## src/rtl/display_arbiter.sv

```systemverilog
// Two-requester front end for the 4-digit seven-segment display: port A preempts
// port B for HOLD_CYCLES cycles after its last write, B is shadowed and reappears afterwards.
module display_arbiter #(
  parameter logic [15:0] HOLD_CYCLES = 16'd50000,
  parameter int          HOLD_W      = 16,
  parameter bit          BLANK_LZ    = 1'b1
) (
  input  logic        clk,
  input  logic        reset,
  input  logic        a_valid,
  input  logic [15:0] a_data,
  output logic        a_ready,
  input  logic        b_valid,
  input  logic [15:0] b_data,
  output logic        b_ready,
  output logic        a_active,
  output logic [6:0]  digit_3,
  output logic [6:0]  digit_2,
  output logic [6:0]  digit_1,
  output logic [6:0]  digit_0
);

  typedef enum logic {SHOW_B = 1'b0, SHOW_A = 1'b1} state_t;

  localparam logic [HOLD_W-1:0] HOLD_LOAD = HOLD_W'(HOLD_CYCLES - 16'd1);
  localparam logic [6:0] BLANK_RESET = BLANK_LZ ? 7'h00 : 7'h3F;

  state_t             state_q, state_d;
  logic [HOLD_W-1:0]  timer_q, timer_d;
  logic [15:0]        a_reg, a_reg_d, b_reg, b_reg_d;
  logic [15:0]        shown;
  logic               a_acc, b_acc;
  logic               blank_3, blank_2, blank_1;

  assign a_ready = 1'b1;
  assign b_ready = 1'b1;
  assign a_acc   = a_valid && a_ready;
  assign b_acc   = b_valid && b_ready;

  function automatic logic [6:0] seg(input logic [3:0] nib);
    case (nib)
      4'h0: seg = 7'h3F;
      4'h1: seg = 7'h06;
      4'h2: seg = 7'h5B;
      4'h3: seg = 7'h4F;
      4'h4: seg = 7'h66;
      4'h5: seg = 7'h6D;
      4'h6: seg = 7'h7D;
      4'h7: seg = 7'h07;
      4'h8: seg = 7'h7F;
      4'h9: seg = 7'h6F;
      4'hA: seg = 7'h77;
      4'hB: seg = 7'h7C;
      4'hC: seg = 7'h39;
      4'hD: seg = 7'h5E;
      4'hE: seg = 7'h79;
      default: seg = 7'h71;
    endcase
  endfunction

  // A write always wins and restarts the hold; otherwise the hold counts down and
  // releases the display back to B on the cycle after it reaches zero.
  always_comb begin
    state_d = state_q;
    timer_d = timer_q;
    a_reg_d = a_reg;
    b_reg_d = b_reg;
    if (b_acc) b_reg_d = b_data;
    if (a_acc) begin
      a_reg_d = a_data;
      timer_d = HOLD_LOAD;
      state_d = SHOW_A;
    end else if (state_q == SHOW_A) begin
      if (timer_q == '0) state_d = SHOW_B;
      else               timer_d = timer_q - 1'b1;
    end
  end

  // Outputs are computed from next-state data so they land one edge after the accept.
  always_comb begin
    shown   = (state_d == SHOW_A) ? a_reg_d : b_reg_d;
    blank_3 = BLANK_LZ && (shown[15:12] == 4'h0);
    blank_2 = blank_3 && (shown[11:8] == 4'h0);
    blank_1 = blank_2 && (shown[7:4] == 4'h0);
  end

  always_ff @(posedge clk or posedge reset) begin
    if (reset) begin
      state_q  <= SHOW_B;
      timer_q  <= '0;
      a_reg    <= '0;
      b_reg    <= '0;
      a_active <= 1'b0;
      digit_3  <= BLANK_RESET;
      digit_2  <= BLANK_RESET;
      digit_1  <= BLANK_RESET;
      digit_0  <= 7'h3F;
    end else begin
      state_q  <= state_d;
      timer_q  <= timer_d;
      a_reg    <= a_reg_d;
      b_reg    <= b_reg_d;
      a_active <= (state_d == SHOW_A);
      digit_3  <= blank_3 ? 7'h00 : seg(shown[15:12]);
      digit_2  <= blank_2 ? 7'h00 : seg(shown[11:8]);
      digit_1  <= blank_1 ? 7'h00 : seg(shown[7:4]);
      digit_0  <= seg(shown[3:0]);
    end
  end

endmodule
```

## config.mk

```make
export PLATFORM = sky130hd
export DESIGN_NAME = display_arbiter
export DESIGN_NICKNAME = d
export VERILOG_FILES = /design/src/rtl/display_arbiter.sv
export SDC_FILE = /design/constraint.sdc
export NUM_CORES = 1
export LEC_CHECK = 0
export ABC_CLOCK_PERIOD_IN_PS = 3800
export BUFFER_PORTS_ARGS = -buffer_cell sky130_fd_sc_hd__buf_2
export CAP_MARGIN = 20
export CELL_PAD_IN_SITES_DETAIL_PLACEMENT = 1
export CELL_PAD_IN_SITES_GLOBAL_PLACEMENT = 1
export CORE_UTILIZATION = 41
export DETAILED_ROUTE_END_ITERATION = 8
export PLACE_DENSITY_LB_ADDON = 0.15
export SYNTH_ARGS = -nofsm -noshare
export SYNTH_HDL_FRONTEND = slang
export SYNTH_SLANG_ARGS = --single-unit
```

## constraint.sdc

```tcl
create_clock -name clk -period 3.8 [get_ports clk]
set_input_delay 0.38 -clock clk [delete_from_list [all_inputs] [get_ports clk]]
set_output_delay 0.38 -clock clk [all_outputs]
set_load 0.02 [all_outputs]
```

### Word level (Yosys, flattened, before mapping)

Memory sizes are Yosys's and may differ from the RTL's. A register that Yosys moved wholly into a read port is not among the register bits.
Cells that the tools add are included.

* bits in latches: 0
* memory bits (writable): 0
* register bits after elaboration: 70
* input port bits: 36
* memory bits (read-only): 448
* memories: 4

Memory list
* (no name shown): words 16, width 7, rd ports 1, clocked after memory_dff 0, write ports 0, RTL line 41 `case (nib)`
* (no name shown): words 16, width 7, rd ports 1, clocked after memory_dff 0, write ports 0, RTL line 41
* (no name shown): words 16, width 7, rd ports 1, clocked after memory_dff 0, write ports 0, RTL line 41
* (no name shown): words 16, width 7, rd ports 1, clocked after memory_dff 1, write ports 0, RTL line 41

* multipliers: 0
* shift-type cells: 0
* bitwise operators: 0
* multiplexer cells: 12
* reductions and logical operators: 8
* order comparisons: 0
* $add $sub $neg: 1
* equality and inequality tests: 1
* div/mod/pow operators: 0

Operators by type and width (number)
* $mux W16: 6
* $mux W7: 3
* $logic_not A16 Y1: 1
* $sub A16 B1 Y16 const B: 1
* $logic_not A4 Y1: 3
* $mux W1: 3
* $logic_and A1 B1 Y1: 2
* $ne A2 B2 Y1 const B: 1
* $reduce_and A2 Y1: 1
* $reduce_bool A2 Y1: 1

### Logic depth before layout (Yosys ltp)

Gate-level depths: netlist of run 1.

* depth after elaboration: 9
* mapped depth: 16
* depth with buffers taken out: 15

### Worst setup path after synthesis of run 1

Ideal clock, no wire load.

* kind: register -> register
* start point: reg timer_q[0]
* end point: reg digit_1[3]
* arrival time: 3.650 ns
* slack: 0.047 ns
* period minus slack after synthesis: 3.753 ns
* library setup time: 0.104 ns
* buffers on the path: 2
* cell stages (with the launch flop): 16
* data required time: 3.696 ns
* cell sequence: dfrtp_1 -> inv_1 -> ha_1 -> or3b_2 -> o41a_4 -> nor2_8 -> inv_2 -> buf_6 -> clkbuf_1 -> o21ai_0 -> inv_1 -> ha_1 -> mux2_2 -> nand2_1 -> o221ai_1 -> a221oi_1

* cells in the longest elaborated chain, start to end: 9

Ends and longest elaborated chain
* from (decl): RTL line 29 `logic [HOLD_W-1:0] timer_q, timer_d;`
* from (signal assigned): RTL line 100 `timer_q <= timer_d;`
* $logic_not A16 Y1 (*): RTL line 74 `if (timer_q == '0) state_d = SHOW_B;`
* $mux W1 (*): RTL line 74
* $mux W1 (*): RTL line 73 `end else if (state_q == SHOW_A) begin`
* $mux W1 (*): RTL line 69 `if (a_acc) begin`
* named net state_d: RTL line 28 `state_t state_q, state_d;`
* $mux W16 (*): RTL line 81 `shown = (state_d == SHOW_A) ? a_reg_d : b_reg_d;`
* branches (longest 3 deep; another with $mem_v2 Z16 W7)
* $mux W7 (*): RTL line 106 `digit_1 <= blank_1 ? 7'h00 : seg(shown[7:4]);`
* to (signal assigned): RTL line 106
* to (decl): RTL line 19 `output logic [6:0] digit_1,`

Mark *: on every way through the listed nets, which the timed path passes.
A chain may end at the register's enable or synchronous reset.

### Worst setup path after layout of run 1

* start point: reg timer_q[0]
* end point: reg digit_2[3]

* cells in the longest elaborated chain, start to end: 8

Ends and longest elaborated chain
* $logic_not A16 Y1 (*): RTL line 74
* $mux W1 (*): RTL line 74
* $mux W1 (*): RTL line 73
* $mux W1 (*): RTL line 69
* $mux W16 (*): RTL line 81
* branches (longest 2 deep; another with $mem_v2 Z16 W7)
* $mux W7 (*): RTL line 105 `digit_2 <= blank_2 ? 7'h00 : seg(shown[11:8]);`
* to (signal assigned): RTL line 105
* to (decl): RTL line 18 `output logic [6:0] digit_2,`

Every way passes the cells marked *.

==> flow_metrics.tcl, run 1 <==
set metrics [dict create \
    grt_pass1_vias 3599 \
    cts_tree "built" \
    yosysSeqAreaShare 0.4467 \
    tightest_slew_ps 898.4 \
    drt_iter0_markers 144 \
    layout-drive-gt1-share 0.3333 \
    num-fill-cells 1180 \
    crit_start "timer_q[0]$_DFFE_PP0P_" \
    status "complete, no violations" \
    drv_cap 0 \
    drv_slew 0 \
    async_reset_ff_frac 1.000 \
    clock_latency_ps 360 \
    die_w_um 104.8 \
    grt_pass1_wl_mm 17.85 \
    setup_tns_ps 0 \
    power.density_nw_per_um2 444.0 \
    fp.coreArea_um2 10280 \
    p_leak_nw 2.265 \
    worst_setup_path_start_kind "flop" \
    hold_buffers 0 \
    synthSimpleGateAreaFrac 0.1234 \
    synth-xor-area-share 0.03034 \
    netlist.area_leader.share 0.4103 \
    synth-edff-count 0 \
    setup_violations 0 \
    ys_seq_elements 77 \
    multi_input_area_um2 2230 \
    critPathArrivalTime_ps 3820 \
    path_class "reg2reg" \
    antenna_left 0 \
    wirelength_mm 10.67 \
    fmax_mhz 281.9 \
    ios 67 \
    finalCritPeriodShare 0.9336 \
    cts_buffers 9 \
    timing.hold.ws_ps 178.9 \
    critical_path.endpoint_type "flop" \
    cts_max_path_buffers 2 \
    clkTransAtPathRegs_ps 90 \
    cts.sinks 77 \
    via_count 3298 \
    rsz0062_at_grt "false" \
    final.setup.worst_slack_ps 252.4 \
    grt_use_total 0.2053 \
    worst-path-max-fanout 19 \
    synth.distinct_cells 61 \
    r2r-start "timer_q[0]$_DFFE_PP0P_" \
    min_period_ps 3548 \
    synth.area.top_cells "dfrtp_1 41%, mux2_2 9.9%, ha_1 7.5%" \
    nets 525 \
    remaining_drc_errors 0 \
    synth_top_family_by_area "multiplexers" \
    dieArea_um2 10980 \
    yosys.area.top_type "dfrtp_1" \
    yosysMostFrequentCell "dfrtp_1" \
    initial_utilization 0.4214 \
    syn-cell-area_um2 4330 \
    hold_class "in2async" \
    dp_slack_ps 106.2 \
    synth_fa_ha_area_frac 0.07512 \
    synth_warnings 0 \
    hpwl_mm 7.633 \
    grt_max_degree 50 \
    worstPathRequired_ps 4080 \
    first_pass_iters 4 \
    area_growth_pct 17.25 \
    hold_viol 0 \
    synth_compound_area_frac 0.1199 \
    grt_antenna_before_repair 1 \
    peakVddDrop_uv 240.7 \
    synthFlopType "dfrtp_1" \
    cts-root-buf "clkbuf_8" \
    finClkSkew_ps 16.60 \
    wl_per_cell_um 17.67 \
    rows 37 \
    avgSynthCellArea_um2 10.96 \
    diodes 0 \
    overflow 0 \
    gp_routability_congestion 0.8164 \
    port_buffers 64 \
    routed_via_density 5.460 \
    muxShareOfSynthArea 0.1601 \
    htree_levels 3 \
    yosys-top-cells-count "71 x dfrtp_1, 38 x mux2_2, 26 x ha_1, 25 x nand2_1" \
    relSlewSlack 0.4004 \
    seqCellArea_um2 1934 \
    die_h_um 104.8 \
    syn_inst 395 \
]
-- layer usage --
metal | global-route usage | routed length, um
met2 | 0.3524 | 5288
met3 | 0.03743 | 453
met5 | 0 | 12
met1 | 0.2578 | 4731
met4 | 0.07445 | 184
-- timing repair --
item / 4_1_cts / 5_1_grt
endpoints found under the setup margin: 0 / 11
gates resized for setup: 0 / 8
setup buffers: 0 / 0
-- worst max-delay path: stages (launching register included) --
cell	delay, ps
dfrtp_1	410
inv_1	80
ha_1	190
or3b_2	510
o41a_4	520
nor2_8	170
inv_6	120
mux2i_4	200
buf_4	170
ha_1	260
nand2_1	90
o21ai_0	100
nand2_1	80
o31ai_1	60
a221o_1	280
a221oi_2	220
-- cells by family after synthesis --
group           after synthesis
xor+xnor                     15
mux                          63
compound gates               72
simple gates                 98
fa+ha+maj                    26
other cells                   1
flops                        77
buf+inv                      43
-- power breakdown --
part / internal [mW] / total (mW) / leakage [nW] / switching (mW)
combinational: 0.215 / 0.542 / 1.28 / 0.327
clock: 0.453 / 0.771 / 0.119 / 0.318
sequential: 0.917 / 0.942 / 0.863 / 0.0248
total: 1.59 / 2.25 / 2.26 / 0.669
-- cell usage in the layout, fill, tap and decap left out, types with 3 or more instances in the layout --
| cell type | Yosys | final |
|---|---|---|
| clkbuf_8 | 0 | 10 |
| a221oi_1 | 6 | 5 |
| dfstp_2 | 6 | 6 |
| o221ai_1 | 3 | 3 |
| a21oi_1 | 20 | 20 |
| xnor2_1 | 9 | 9 |
| nor4_1 | 5 | 5 |
| ha_1 | 26 | 26 |
| xor2_1 | 6 | 6 |
| o21a_1 | 3 | 3 |
| nand2_1 | 25 | 25 |
| or3_1 | 4 | 4 |
| a31oi_1 | 3 | 3 |
| inv_1 | 24 | 23 |
| nor2_1 | 24 | 24 |
| nor3_1 | 10 | 10 |
| o211ai_1 | 3 | 3 |
| or2_2 | 5 | 5 |
| mux2i_1 | 22 | 21 |
| nand3_1 | 3 | 3 |
| a211oi_1 | 4 | 4 |
| bufinv_16 | 0 | 3 |
| or4_1 | 4 | 4 |
| dfrtp_1 | 71 | 71 |
| mux2_2 | 38 | 38 |
| mux2_4 | 3 | 3 |
| buf_4 | 2 | 10 |
| buf_2 | 4 | 64 |
| o21ai_0 | 8 | 7 |
-- cell type report --
class | instances | share of cell area
multi-input cells | 276 | 0.4391
flip-flops and latches | 77 | 0.3810
repair buffers | 74 | 0.07787
well taps | 136 | 0.03351
clock buffers | 10 | 0.02711
clock inverters | 6 | 0.02169
inverters | 25 | 0.01971
-- worst paths after layout --
path	slack (ps)	end	cells after the start
min in group clk	280	a_reg[9]$_DFF_PP0_	2
min	180	digit_0[6]$_DFF_PP0_	2
min reg2reg	500	b_reg[3]$_DFF_PP0_	1
max	250	digit_2[3]$_DFF_PP0_	15
max in group asynchronous	2740	timer_q[12]$_DFFE_PP0P_	3
max reg2reg	250	digit_2[3]$_DFF_PP0_	15
-- stage by stage --
step / util / area (um2) / cells / power, mW
after floorplan: - / 4334 / 396 / 1.334
after global placement: 0.4676 / 4806 / 588 / 1.482
after detailed placement: 0.4676 / 4806 / 588 / 1.495
after CTS: 0.4917 / 5054 / 604 / 2.279
after global routing: 0.4940 / 5077 / 604 / 2.371
final: 0.4940 / 5077 / 604 / 2.254
Note: power is estimated with default switching activity, not from simulation.
==> run 2, diff against run 1 <==
Settings changed: BUFFER_PORTS_ARGS -buffer_cell sky130_fd_sc_hd__buf_2 to -buffer_cell sky130_fd_sc_hd__clkbuf_2.
==> flow_metrics.tcl, run 2 (synthesis results as in run 1) <==
set metrics [dict create \
    cts.sinks 77 \
    worst_setup_path_start_kind "flop" \
    wl_per_cell_um 17.40 \
    hold_class "in2async" \
    cp_num_buf_inv 4 \
    critPathArrivalTime_ps 3830 \
    critical_path.endpoint_type "flop" \
    clock_latency_ps 360 \
    diodes 0 \
    dieArea_um2 10980 \
    utilization 0.4894 \
    stdcell_area_um2 5030 \
    worstPathRequired_ps 4060 \
    finClkSkew_ps 9.070 \
    grt_pass1_wl_mm 18.00 \
    fmax_mhz 280.1 \
    clkTransAtPathRegs_ps 90 \
    hold_buffers 0 \
    overflow 0 \
    r2r_cells 15 \
    p_leak_nw 2.279 \
    grt_max_degree 50 \
    port_buffers 64 \
    path_cells "inv_1, ha_1, or3b_2, o41a_4, nor2_8, inv_6, mux2i_1, buf_4, ha_1, inv_2, nor2_1, a21oi_1, o31ai_1, a221o_1, a221oi_1" \
    drv_cap 0 \
    hold_viol 0 \
    remaining_drc_errors 0 \
    fp.coreArea_um2 10280 \
    placed_area_um2 4798 \
    cts_buffers 9 \
    cts_tree "built" \
    path_class "reg2reg" \
    status "complete, no violations" \
    htree_levels 3 \
    grt_use_total 0.2080 \
    grt_antenna_before_repair 0 \
    finalCritPeriodShare 0.9396 \
    timing.hold.ws_ps 143.1 \
    crit_family "compound AO/OA/AOI/OAI gates" \
    wirelength_mm 10.51 \
    cts-root-buf "clkbuf_8" \
    crit_top_cell "ha_1" \
    routed_via_density 5.425 \
    gp_routability_congestion 0.7564 \
    rrSetupSlack_ps 230 \
    grt_pass1_vias 3622 \
    area_growth_pct 16.15 \
    slowest_delay_ps 520 \
    min_period_ps 3570 \
    die_w_um 104.8 \
    setup_tns_ps 0 \
    first_pass_iters 4 \
    nets 525 \
    drv_slew 0 \
    antenna_left 0 \
    tightest_slew_ps 856.6 \
    cts_max_path_buffers 2 \
    ios 67 \
    final.setup.worst_slack_ps 229.6 \
    die_h_um 104.8 \
    final_cell_mix "71 x dfrtp_1, 64 x clkbuf_2, 38 x mux2_2" \
    rr_endpoint "digit_2[3]$_DFF_PP0_" \
    via_count 3277 \
    multi_input_area_um2 2215 \
    r2r-start "timer_q[0]$_DFFE_PP0P_" \
    dp_slack_ps 72.01 \
    power.density_nw_per_um2 429.8 \
    layout-drive-gt1-share 0.3312 \
    setup_violations 0 \
    peakVddDrop_uv 192.1 \
    layout_commonest_cell "dfrtp_1" \
    seqCellArea_um2 1934 \
    rsz0062_at_grt "false" \
    initial_utilization 0.4214 \
    rows 37 \
    num-fill-cells 1163 \
    relSlewSlack 0.4289 \
    worst-path-max-fanout 17 \
    slowest_stage "o41a_4" \
    drt_iter0_markers 143 \
    hpwl_mm 7.617 \
]
-- run 2: per-stage QoR --
stage	instances	total power, mW
2_1_floorplan	396	1.334
3_3_place_gp	587	1.481
3_5_place_dp	587	1.496
4_1_cts	603	2.192
5_1_grt	604	2.282
6_report	604	2.162
-- run 2: cell type report --
| type | count | area share |
|---|---|---|
| Tap cell | 136 | 0.03383 |
| Timing Repair Buffer | 74 | 0.07861 |
| Multi-Input combinational cell | 276 | 0.4403 |
| Clock inverter | 6 | 0.01741 |
| Clock buffer | 10 | 0.02537 |
| Sequential cell | 77 | 0.3846 |
| Inverter | 25 | 0.01990 |
-- run 2: worst max-delay path by stage --
stage	start	end	slack, ps	depth (start not counted)
CTS	timer_q[0]$_DFFE_PP0P_	digit_2[3]$_DFF_PP0_	70	15
detailed placement	timer_q[0]$_DFFE_PP0P_	digit_2[3]$_DFF_PP0_	70	15
global route	timer_q[0]$_DFFE_PP0P_	digit_1[6]$_DFF_PP0_	8	13
finish	timer_q[0]$_DFFE_PP0P_	digit_2[3]$_DFF_PP0_	230	15
floorplan	timer_q[0]$_DFFE_PP0P_	digit_1[3]$_DFF_PP0_	50	15
global placement	timer_q[0]$_DFFE_PP0P_	digit_1[5]$_DFF_PP0_	240	12
-- run 2: what timing repair did --
item / in CTS / in global routing
buffers inserted: 0 / 1
endpoints found under the setup margin: 0 / 14
resized for setup: 0 / 5
-- run 2: power by group --
group | internal (mW) | total, mW | switching [mW]
Combinational | 0.211 | 0.531 | 0.320
Clock | 0.370 | 0.687 | 0.316
Sequential | 0.917 | 0.945 | 0.0276
-- run 2: metal layers --
layer  vias up  global-route usage  part of all wire  routed length, um
met3        15             0.04991             0.036                381
met5         -                   0                 0                  0
met4         0             0.06740             0.014                142
li1       1549                   -                 -                  -
met1      1648              0.2615              0.45               4723
met2        65              0.3515              0.50               5261
==> run 3, diff against run 2 <==
Settings changed: GPL_TIMING_DRIVEN set to 0.
==> flow_metrics.tcl, run 3 (synthesis results as in run 1) <==
set metrics [dict create \
    status "complete, no violations" \
    post-place-cells 595 \
    initial_utilization 0.4214 \
    rows 37 \
    gp_routability_congestion 0.7877 \
    dieArea_um2 10980 \
    relSlewSlack 0.4192 \
    grt_antenna_before_repair 0 \
    htree_levels 3 \
    path_class "reg2reg" \
    critical_path.endpoint_type "flop" \
    num-fill-cells 1160 \
    multi_input_area_um2 2292 \
    remaining_drc_errors 0 \
    grt_max_degree 48 \
    stdcell_area_um2 5156 \
    setup_violations 0 \
    area_growth_pct 19.07 \
    p_total_mw 2.073 \
    layout_commonest_cell "dfrtp_1" \
    rsz0062_at_grt "false" \
    drv_cap 0 \
    nets 539 \
    fmax_mhz 276.7 \
    power.density_nw_per_um2 402.1 \
    clock_latency_ps 360 \
    critPathArrivalTime_ps 3880 \
    diodes 0 \
    cts.sinks 77 \
    grt_pass1_vias 3571 \
    hold_class "in2async" \
    die_h_um 104.8 \
    final_cell_count_no_fill 618 \
    fp.coreArea_um2 10280 \
    drt_iter0_markers 65 \
    p_leak_nw 2.307 \
    finalCritPeriodShare 0.9511 \
    die_w_um 104.8 \
    wl_per_cell_um 17.53 \
    final_cell_mix "70 x dfrtp_1, 63 x clkbuf_2, 38 x mux2_2" \
    cts_tree "built" \
    min_period_ps 3614 \
    tightest_slew_ps 871.2 \
    wirelength_mm 10.83 \
    worst-path-max-fanout 10 \
    drv_slew 0 \
    grt_pass1_wl_mm 18.22 \
    cts_max_path_buffers 2 \
    hold_viol 0 \
    ios 67 \
    peakVddDrop_uv 279.9 \
    grt_use_total 0.2135 \
    clkTransAtPathRegs_ps 80 \
    cts_buffers 9 \
    port_buffers 62 \
    utilization 0.5017 \
    overflow 0 \
    hpwl_mm 7.720 \
    dp_slack_ps -710.3 \
    antenna_left 0 \
    setup_tns_ps 0 \
    timing.hold.ws_ps 7.061 \
    layout-drive-gt1-share 0.3527 \
    routed_via_density 5.341 \
    rrSetupSlack_ps 190 \
    worstPathRequired_ps 4060 \
    final.setup.worst_slack_ps 185.9 \
    seqCellArea_um2 1936 \
    via_count 3301 \
    worst_setup_path_start_kind "flop" \
    cts-root-buf "clkbuf_8" \
    finClkSkew_ps 12.58 \
    first_pass_iters 6 \
    placed_area_um2 4845 \
]
run 3: cell count changes in the layout (fill, tap and decap cells not counted), sizes merged:
cell    change
buf        +10
clkbuf      +9
clkinv      -4
bufinv      -2
inv         +1
run 3: area by class of cell:
cell class	instances	share of cell area
clock buffer	15	0.03227
buffer	18	0.01941
tap	136	0.03300
inverter	25	0.01868
sequential	77	0.3754
clock inverter	1	0.0009706
multi-input combinational	276	0.4446
timing repair buffer	70	0.07571
run 3: critical path: stages, from the launching register on:
cell and delay, ps:
dfrtp_1 420, or4_4 580, o41a_4 560, nor2_8 130, inv_2 80, buf_6 170, buf_4 200, o21ai_2 160
inv_1 90, ha_1 300, mux2_2 300, nand2_1 70, o221ai_1 130, a221oi_2 320
run 3: power breakdown:
part,internal (mW),switching [mW]
Clock,0.274,0.295
Combinational,0.228,0.334
Sequential,0.917,0.0250
Total,1.42,0.654
run 3: routing by layer:
layer  track usage  wire [um]
met1        0.2629       4795
met4       0.05433        105
met3       0.06238        498
met2        0.3657       5432
met5             0          0
run 3: path summary, 6_finish.rpt:
check	start	end	depth (start not counted)
hold reg to reg	b_reg[1]$_DFF_PP0_	b_reg[1]$_DFF_PP0_	2
setup / recovery	timer_q[5]$_DFFE_PP0P_	digit_1[3]$_DFF_PP0_	13
hold / removal	reset	digit_1[0]$_DFF_PP0_	2
max in group asynchronous	reset	digit_0[5]$_DFF_PP1_	3
min in group clk	b_data[1]	b_reg[1]$_DFF_PP0_	3
setup reg to reg	timer_q[5]$_DFFE_PP0P_	digit_1[3]$_DFF_PP0_	13
run 3: timing repair:
action,CTS,global route
pin swaps,2,5
setup buffers,2,5
hold endpoints to repair,0,0
endpoints found under the setup margin,17,17
resized for setup,13,12
hold buffers,0,0
